### config.mk
export PLATFORM = sky130hd
export DESIGN_NAME = decode_stage_sb
export DESIGN_NICKNAME = d
export VERILOG_FILES = /design/src/rtl/decode_stage_sb_pkg.sv /design/src/rtl/decode_stage_sb_regfile.sv /design/src/rtl/decode_stage_sb.sv
export SDC_FILE = /design/constraint.sdc
export NUM_CORES = 2
export LEC_CHECK = 0
export ABC_CLOCK_PERIOD_IN_PS = 3700
export CAP_MARGIN = 20
export CORE_MARGIN = 5
export CORE_UTILIZATION = 60
export CTS_BUF_LIST = sky130_fd_sc_hd__clkbuf_8 sky130_fd_sc_hd__clkbuf_16
export CTS_CLUSTER_DIAMETER = 30
export DETAILED_ROUTE_END_ITERATION = 8
export HOLD_SLACK_MARGIN = 0.15
export PLACE_DENSITY = 0.8
export SYNTH_ARGS = -nofsm -noshare
export SYNTH_HDL_FRONTEND = slang
export SYNTH_SLANG_ARGS = --single-unit
### constraint.sdc
create_clock -name clk -period 3.7 [get_ports clk]
set_clock_uncertainty 0.2 [all_clocks]
set_input_delay 0.37 -clock clk [delete_from_list [all_inputs] [get_ports clk]]
set_output_delay 0.37 -clock clk [all_outputs]
set_load 0.01 [all_outputs]
### src/rtl/decode_stage_sb_pkg.sv
// Shared decode definitions: RV32 major opcodes, the bubble encoding,
// operand forward-select type and the opcode-driven decode helpers.
package decode_stage_sb_pkg;

  localparam logic [6:0] OP_LUI    = 7'b0110111;
  localparam logic [6:0] OP_AUIPC  = 7'b0010111;
  localparam logic [6:0] OP_JAL    = 7'b1101111;
  localparam logic [6:0] OP_JALR   = 7'b1100111;
  localparam logic [6:0] OP_BRANCH = 7'b1100011;
  localparam logic [6:0] OP_LOAD   = 7'b0000011;
  localparam logic [6:0] OP_STORE  = 7'b0100011;
  localparam logic [6:0] OP_IMM    = 7'b0010011;
  localparam logic [6:0] OP_RR     = 7'b0110011;

  localparam logic [31:0] BUBBLE = 32'h0000_0013;

  typedef enum logic [1:0] {FS_ZERO, FS_FWD, FS_WB, FS_RF} fwd_sel_e;

  typedef struct packed {
    logic use_rs1;
    logic use_rs2;
    logic b_is_rs2;
  } dec_ctl_t;

  function automatic dec_ctl_t dec_ctl(input logic [6:0] op);
    dec_ctl_t c;
    c = '0;
    case (op)
      OP_IMM, OP_LOAD, OP_JALR: c.use_rs1 = 1'b1;
      OP_RR, OP_BRANCH: begin
        c.use_rs1  = 1'b1;
        c.use_rs2  = 1'b1;
        c.b_is_rs2 = 1'b1;
      end
      OP_STORE: begin
        c.use_rs1 = 1'b1;
        c.use_rs2 = 1'b1;
      end
      default: ;
    endcase
    return c;
  endfunction

  // 32-bit sign-extended immediate; callers widen to XLEN.
  function automatic logic [31:0] imm_gen(input logic [31:0] i);
    logic [31:0] imm;
    case (i[6:0])
      OP_LUI, OP_AUIPC: imm = {i[31:12], 12'b0};
      OP_STORE:         imm = {{20{i[31]}}, i[31:25], i[11:7]};
      OP_JAL:           imm = {{12{i[31]}}, i[19:12], i[20], i[30:21], 1'b0};
      OP_BRANCH:        imm = {{20{i[31]}}, i[7], i[30:25], i[11:8], 1'b0};
      default:          imm = {{20{i[31]}}, i[31:20]};
    endcase
    return imm;
  endfunction

endpackage

### src/rtl/decode_stage_sb_regfile.sv
// Architectural register file: two combinational read ports, one
// synchronous write port, x0 hardwired to zero.
module decode_regfile_p #(
  parameter  int XLEN  = 32,
  parameter  int NREGS = 32,
  localparam int PTR_W = $clog2(NREGS)
) (
  input  logic             clk,
  input  logic             rst_n,
  input  logic             we_i,
  input  logic [PTR_W-1:0] wa_i,
  input  logic [XLEN-1:0]  wd_i,
  input  logic [PTR_W-1:0] ra1_i,
  input  logic [PTR_W-1:0] ra2_i,
  output logic [XLEN-1:0]  rd1_o,
  output logic [XLEN-1:0]  rd2_o
);

  logic [NREGS-1:0][XLEN-1:0] mem_q;

  always_ff @(posedge clk or negedge rst_n) begin
    if (!rst_n)                    mem_q <= '0;
    else if (we_i && wa_i != '0)   mem_q[wa_i] <= wd_i;
  end

  assign rd1_o = (ra1_i == '0) ? '0 : mem_q[ra1_i];
  assign rd2_o = (ra2_i == '0) ? '0 : mem_q[ra2_i];

endmodule

### src/rtl/decode_stage_sb.sv
// Decode stage: operand forwarding, load scoreboard interlock, registered
// ID/EX boundary with valid/ready on both sides, saturating stall counter.
module decode_stage_sb
  import decode_stage_sb_pkg::*;
#(
  parameter  int XLEN  = 32,
  parameter  int NREGS = 32,
  parameter  int N_FWD = 3,
  parameter  int CNT_W = 16,
  localparam int PTR_W = $clog2(NREGS)
) (
  input  logic                        clk,
  input  logic                        rst_n,
  input  logic                        if_valid,
  output logic                        if_ready,
  input  logic [31:0]                 if_inst,
  input  logic [XLEN-1:0]             if_pc,
  output logic                        ex_valid,
  input  logic                        ex_ready,
  output logic [31:0]                 ex_inst,
  output logic [XLEN-1:0]             ex_pc,
  output logic [XLEN-1:0]             ex_dat_a,
  output logic [XLEN-1:0]             ex_dat_b,
  output logic [XLEN-1:0]             ex_rd2,
  input  logic                        flush,
  input  logic [N_FWD-1:0]            fwd_we,
  input  logic [N_FWD-1:0][PTR_W-1:0] fwd_dst,
  input  logic [N_FWD-1:0][XLEN-1:0]  fwd_dat,
  input  logic                        rgf_we,
  input  logic [PTR_W-1:0]            rgf_wa,
  input  logic [XLEN-1:0]             rgf_wd,
  input  logic                        ld_done,
  input  logic [PTR_W-1:0]            ld_dst,
  output logic [CNT_W-1:0]            stall_cnt
);

  localparam int FIDX_W = (N_FWD > 1) ? $clog2(N_FWD) : 1;

  dec_ctl_t                     ctl;
  logic [1:0][PTR_W-1:0]        rs;
  logic [1:0]                   use_rs;
  logic [1:0][XLEN-1:0]         rf_rd, opnd;
  fwd_sel_e                     sel [2];
  logic [1:0][FIDX_W-1:0]       fidx;
  logic [XLEN-1:0]              imm_x;
  logic                         hazard, can_load, issue, ex_is_load;
  logic [PTR_W-1:0]             ex_rd;
  logic [NREGS-1:0]             sb_q, sb_d;
  logic [CNT_W-1:0]             cnt_q, cnt_d;
  logic                         ex_valid_q;
  logic [31:0]                  ex_inst_q;
  logic [XLEN-1:0]              ex_pc_q, ex_a_q, ex_b_q, ex_rd2_q;

  assign ctl    = dec_ctl(if_inst[6:0]);
  assign rs[0]  = if_inst[15 +: PTR_W];
  assign rs[1]  = if_inst[20 +: PTR_W];
  assign use_rs = {ctl.use_rs2, ctl.use_rs1};
  assign imm_x  = XLEN'($signed(imm_gen(if_inst)));

  decode_regfile_p #(.XLEN(XLEN), .NREGS(NREGS)) u_rf (
    .clk   (clk),
    .rst_n (rst_n),
    .we_i  (rgf_we),
    .wa_i  (rgf_wa),
    .wd_i  (rgf_wd),
    .ra1_i (rs[0]),
    .ra2_i (rs[1]),
    .rd1_o (rf_rd[0]),
    .rd2_o (rf_rd[1])
  );

  // Scan oldest-to-youngest so the lowest-index matching source ends up selected.
  always_comb begin
    for (int k = 0; k < 2; k++) begin
      sel[k]  = FS_RF;
      fidx[k] = '0;
      if (rs[k] == '0) begin
        sel[k] = FS_ZERO;
      end else begin
        if (rgf_we && rgf_wa == rs[k]) sel[k] = FS_WB;
        for (int i = N_FWD-1; i >= 0; i--) begin
          if (fwd_we[i] && fwd_dst[i] == rs[k]) begin
            sel[k]  = FS_FWD;
            fidx[k] = FIDX_W'(i);
          end
        end
      end
    end
  end

  always_comb begin
    opnd = '0;
    for (int k = 0; k < 2; k++) begin
      case (sel[k])
        FS_ZERO: opnd[k] = '0;
        FS_FWD:  opnd[k] = fwd_dat[fidx[k]];
        FS_WB:   opnd[k] = rgf_wd;
        default: opnd[k] = rf_rd[k];
      endcase
    end
  end

  assign ex_is_load = (ex_inst_q[6:0] == OP_LOAD);
  assign ex_rd      = ex_inst_q[7 +: PTR_W];

  // A load completing this cycle is bypassed, so it releases its own interlock.
  always_comb begin
    hazard = 1'b0;
    for (int k = 0; k < 2; k++) begin
      if (use_rs[k] && rs[k] != '0) begin
        if (sb_q[rs[k]] && !(ld_done && ld_dst == rs[k])) hazard = 1'b1;
        if (ex_valid_q && ex_is_load && ex_rd == rs[k])   hazard = 1'b1;
      end
    end
  end

  assign can_load = !ex_valid_q || ex_ready;
  assign if_ready = flush || (can_load && !hazard);
  assign issue    = if_valid && if_ready && !flush;

  always_comb begin
    sb_d = sb_q;
    if (ld_done) sb_d[ld_dst] = 1'b0;
    if (ex_valid_q && ex_ready && ex_is_load && ex_rd != '0 && !flush) sb_d[ex_rd] = 1'b1;
  end

  always_comb begin
    cnt_d = cnt_q;
    if (if_valid && !if_ready && !flush && cnt_q != '1) cnt_d = cnt_q + 1'b1;
  end

  always_ff @(posedge clk or negedge rst_n) begin
    if (!rst_n) begin
      sb_q  <= '0;
      cnt_q <= '0;
    end else begin
      sb_q  <= sb_d;
      cnt_q <= cnt_d;
    end
  end

  always_ff @(posedge clk or negedge rst_n) begin
    if (!rst_n) begin
      ex_valid_q <= 1'b0;
      ex_inst_q  <= BUBBLE;
      ex_pc_q    <= '0;
      ex_a_q     <= '0;
      ex_b_q     <= '0;
      ex_rd2_q   <= '0;
    end else if (flush) begin
      ex_valid_q <= 1'b0;
      ex_inst_q  <= BUBBLE;
    end else if (issue) begin
      ex_valid_q <= 1'b1;
      ex_inst_q  <= if_inst;
      ex_pc_q    <= if_pc;
      ex_a_q     <= opnd[0];
      ex_b_q     <= ctl.b_is_rs2 ? opnd[1] : imm_x;
      ex_rd2_q   <= opnd[1];
    end else if (ex_valid_q && ex_ready) begin
      ex_valid_q <= 1'b0;
      ex_inst_q  <= BUBBLE;
    end
  end

  assign ex_valid  = ex_valid_q;
  assign ex_inst   = ex_inst_q;
  assign ex_pc     = ex_pc_q;
  assign ex_dat_a  = ex_a_q;
  assign ex_dat_b  = ex_b_q;
  assign ex_rd2    = ex_rd2_q;
  assign stall_cnt = cnt_q;

endmodule

==> key figures <==
Placement
  • Port-buffer cells: between 400 and 500
  • DPL Wire Length: 155000 um
  • Cells after DPL: 6440
  • Routability Congestion: around 1.1

Drt
  • DR DRC count: 3
  • Post-Route WL: ~250000 um
  • WL/cell: ~36 um
  • Pre-antenna DRT Iters: 9
  • Antenna Nets Post-Route: 0
  • Vias per cell: roughly 7.4
  • Vias post-DR: ~50k
  • Initial DRC count: between 6k and 7k

Clock network
  • Clk sink count: 1233
  • CTS tree: built
  • Longest Clk Path Bufs: 3
  • Clk_lat worst skew: 0.83 ns
  • Clock buffers created by TritonCTS: about 220
  • Root Driver: clkbuf_16
  • Htree depth: 4
  • Worst-path clk slew: around 0.05 ns

Setup path
  • Cells along the critical path: dlygate4sd3_1, buf_2, buf_4, buf_4, nand2_1, a221oi_1, o21ai_0, o21ai_0, nor3_1, buf_4, a211oi_1, buf_4, a21oi_1, a21oi_1
  • Top cell family by delay on the critical path: buffers and inverters
  • CP max stage delay: about 0.6 ns
  • Worst Setup EP: ex_dat_b[11]
  • Cell mode on critical path: buf_4
  • Reg2reg path depth: 9
  • R2R Path End: ex_rd2[21]
  • Crit path launch type: input pin
  • Worst setup EP type: flip-flop
  • Crit. Startpoint: if_inst[23]
  • Slowest library cell on the worst path: nand2_1
  • Worst R2R Start: sb_q[11]
  • WP data arrival: roughly 4.2 ns
  • Req. time, crit path: about 4.2 ns
  • CP max FO: 11
  • Buf/Inv on CP: 6
  • Flop-to-flop setup slack: 0.07 ns
  • Crit path kind: in2reg
  • Critical path depth: 14

Synth
  • Post-synthesis cell count: between 4k and 5k
  • Syn nets: roughly 5k
  • Ys async rst share: 100%
  • Synth unique cells: 83
  • Post-Syn Area: 66500 um2
  • Post-synthesis register bit count: about 1.2k
  • Post-synth EDFFs: 0
  • Syn Area/Cell: between 10 and 15 um2
  • Synth warn: 0
  • Top FF cell, synth: dfrtp_1
  • Register area share after synthesis: 46.4%

STA
  • Final Slew Violations: 0
  • Max Fclk: 274 MHz
  • Tmin final: roughly 3.6 ns
  • Final setup viols: 0
  • Measured slew at the worst slew-check pin: between 1 and 1.5 ns
  • Fin Hold WS: ~0.18 ns
  • Fin crit share: ~100%
  • Slew headroom: between 20% and 30%
  • Final hold violations: 0
  • RSZ-0062 raised after global routing: false

Die
  • Die area: about 120000 um2
  • Die span in x: 343 um
  • Die H: ~340 um
  • Core ar.: 110000 um2
  • Initial core utilization: about three fifths
  • Num rows: ~120
  • I/O pins: a little over 400

Finish
  • Fillers: roughly 6.3k
  • Multi-input logic area: between 30000 and 40000 um2
  • Share of cells above drive strength 1: between 40% and 50%
  • Non-filler cells, final: roughly 7k
  • Area growth, synth to finish: 24.5%
  • Register area: slightly above 30000 um2
  • Final #Nets: ~5.5k

Power
  • Leak: 0.0353 uW
  • Design Power: 49800 uW
  • Worst VDD drop: ~0.57 mV
  • Pwr dens: roughly 600 nW/um2

Hold path
  • Hold Path Class: in2reg

Global route
  • GRT overflow: 0
  • Largest net degree at the start of global routing: 95
  • Total track usage: between 40 and 50%
  • First-pass GRT wire length: 364000 um
  • Vias in the first global route: 53.4k
  • Initial antenna violation count: 23

Outcome
  • Violated checks: design-rule violations
  • Status: finished, violations left

Run
  • Max cap viols: 0
-- cell usage after synthesis, drive strengths merged (13+ instances only) --
cell | instances | share of area (%)
nand2 | 185 | 1.0
a22o | 51 | 0.67
a221oi | 35 | 0.47
o22ai | 19 | 0.18
a21oi | 71 | 0.54
clkbuf | 358 | 2.0
o21ai | 210 | 1.6
mux2 | 1037 | 18
nor3 | 16 | 0.14
inv | 48 | 0.27
nor2b | 13 | 0.12
nor2 | 105 | 0.59
dfrtp | 1230 | 46
nand3 | 34 | 0.26
xnor2 | 48 | 0.64
a22oi | 17 | 0.19
nand4 | 25 | 0.24
o221ai | 39 | 0.51
and3 | 18 | 0.17
o2111ai | 37 | 0.49
mux4 | 556 | 19
xor2 | 28 | 0.37
buf | 153 | 1.4
nor4 | 15 | 0.17
mux2i | 182 | 2.7
a211oi | 19 | 0.21
-- cells in the final DEF (no fill, tap or decap), types with 62 or more instances in the layout --
cell type and instances:
dlygate4sd3_1 65, buf_4 268, clkbuf_16 224, buf_12 74
mux4_2 553, mux2_2 1037, nand2_1 173, inv_1 62
dfrtp_1 1230, mux2i_1 182, nor2_1 87, o21ai_0 176
clkdlybuf4s50_1 391, a21oi_1 70
-- logic make-up (layout without fill, tap and decap cells) --
| logic type | count (synthesis) | count (layout) | share of synthesized area (%) |
|---|---|---|---|
| AO/OA/AOI/OAI | 605 | 605 | 6.28 |
| XOR/XNOR | 76 | 76 | 1.01 |
| adder cells (fa/ha/maj) | 1 | 1 | 0.0188 |
| buffers and inverters | 560 | 1271 | 3.65 |
| flip-flops | 1233 | 1233 | 46.4 |
| multiplexers | 1775 | 1775 | 39.2 |
| other | 0 | 18 | 0 |
| AND/OR/NAND/NOR | 474 | 474 | 3.43 |
-- per-layer routing --
| metal | wire length [um] | up-vias | GRT usage, % |
|---|---|---|---|
| met2 | 109000 | 4281 | 61.8 |
| met1 | 81600 | 26000 | 51.0 |
| li1 | - | 19400 | - |
| met5 | 39 | - | 0.0408 |
| met3 | 34900 | 1385 | 17.1 |
| met4 | 22800 | 6 | 31.5 |
-- worst min-delay path by stage --
stage                     slack (ns)              to  depth (start not counted)           start
after detailed placement        0.18  u_rf.mem_q[30]                          0  u_rf.mem_q[30]
after CTS                       0.16      ex_rd2[25]                          4     fwd_dat[57]
final                           0.18      ex_inst[5]                          2      if_inst[5]
after floorplan                -0.13     ex_dat_a[0]                          0           rst_n
after global placement          0.18   u_rf.mem_q[4]                          0   u_rf.mem_q[4]
after global routing            0.21   u_rf.mem_q[8]                          0   u_rf.mem_q[8]
-- worst reg2reg max path: stages, from the launching register on --
cell	delay, ns
dfrtp_1	0.39
mux4_2	0.47
o2bb2ai_1	0.26
o221ai_1	0.17
nand3_1	0.12
o41a_1	0.32
nand2_2	0.25
buf_4	0.34
o41ai_2	0.45
dlygate4sd3_1	0.62
-- sequential cells by signal (all words and copies together), names as in the netlist --
name and count:
u_rf.mem_q 1024, ex_dat_a 32, ex_dat_b 32, ex_inst 32, ex_pc 32, ex_rd2 32, sb_q 32, stall_cnt 16
ex_valid 1
-- report_power, final --
group / internal [uW] / leakage, uW / switching, uW
Combinational: 5420 / 0.0155 / 4210
Clock: 14400 / 0.00401 / 7640
Sequential: 16000 / 0.0158 / 2130
Total: 35800 / 0.0353 / 14000
-- repair_timing --
action / in CTS / in global routing
hold buffers: 66 / 0
hold endpoints to repair: 1086 / 0
pin swaps: 1 / 3
setup endpoints to repair: 1 / 22
cloned: 0 / 0
setup buffers: 0 / 2
resized for setup: 4 / 8
-- per-stage QoR --
stage	instance area [um2]	TNS (ns)	worst slack, ns	utilization, %
5_1_grt	82700	0	0.00994	74.9
3_3_place_gp	73800	-0.222	-0.158	66.8
3_5_place_dp	73800	-1.35	-0.173	66.8
2_1_floorplan	66500	0	0.568	-
4_1_cts	82600	0	0.0775	74.9
6_report	82700	0	0.0501	74.9
-- layout make-up --
| class | count | share of cell area [%] |
|---|---|---|
| multi-input combinational | 2931 | 40.4 |
| timing repair buffer | 807 | 9.88 |
| inverter | 49 | 0.225 |
| tap | 1488 | 2.25 |
| clock inverter | 162 | 2.61 |
| sequential | 1233 | 37.3 |
| clock buffer | 253 | 7.26 |
| antenna | 18 | 0.0545 |
(Power assumes the default switching activity.)
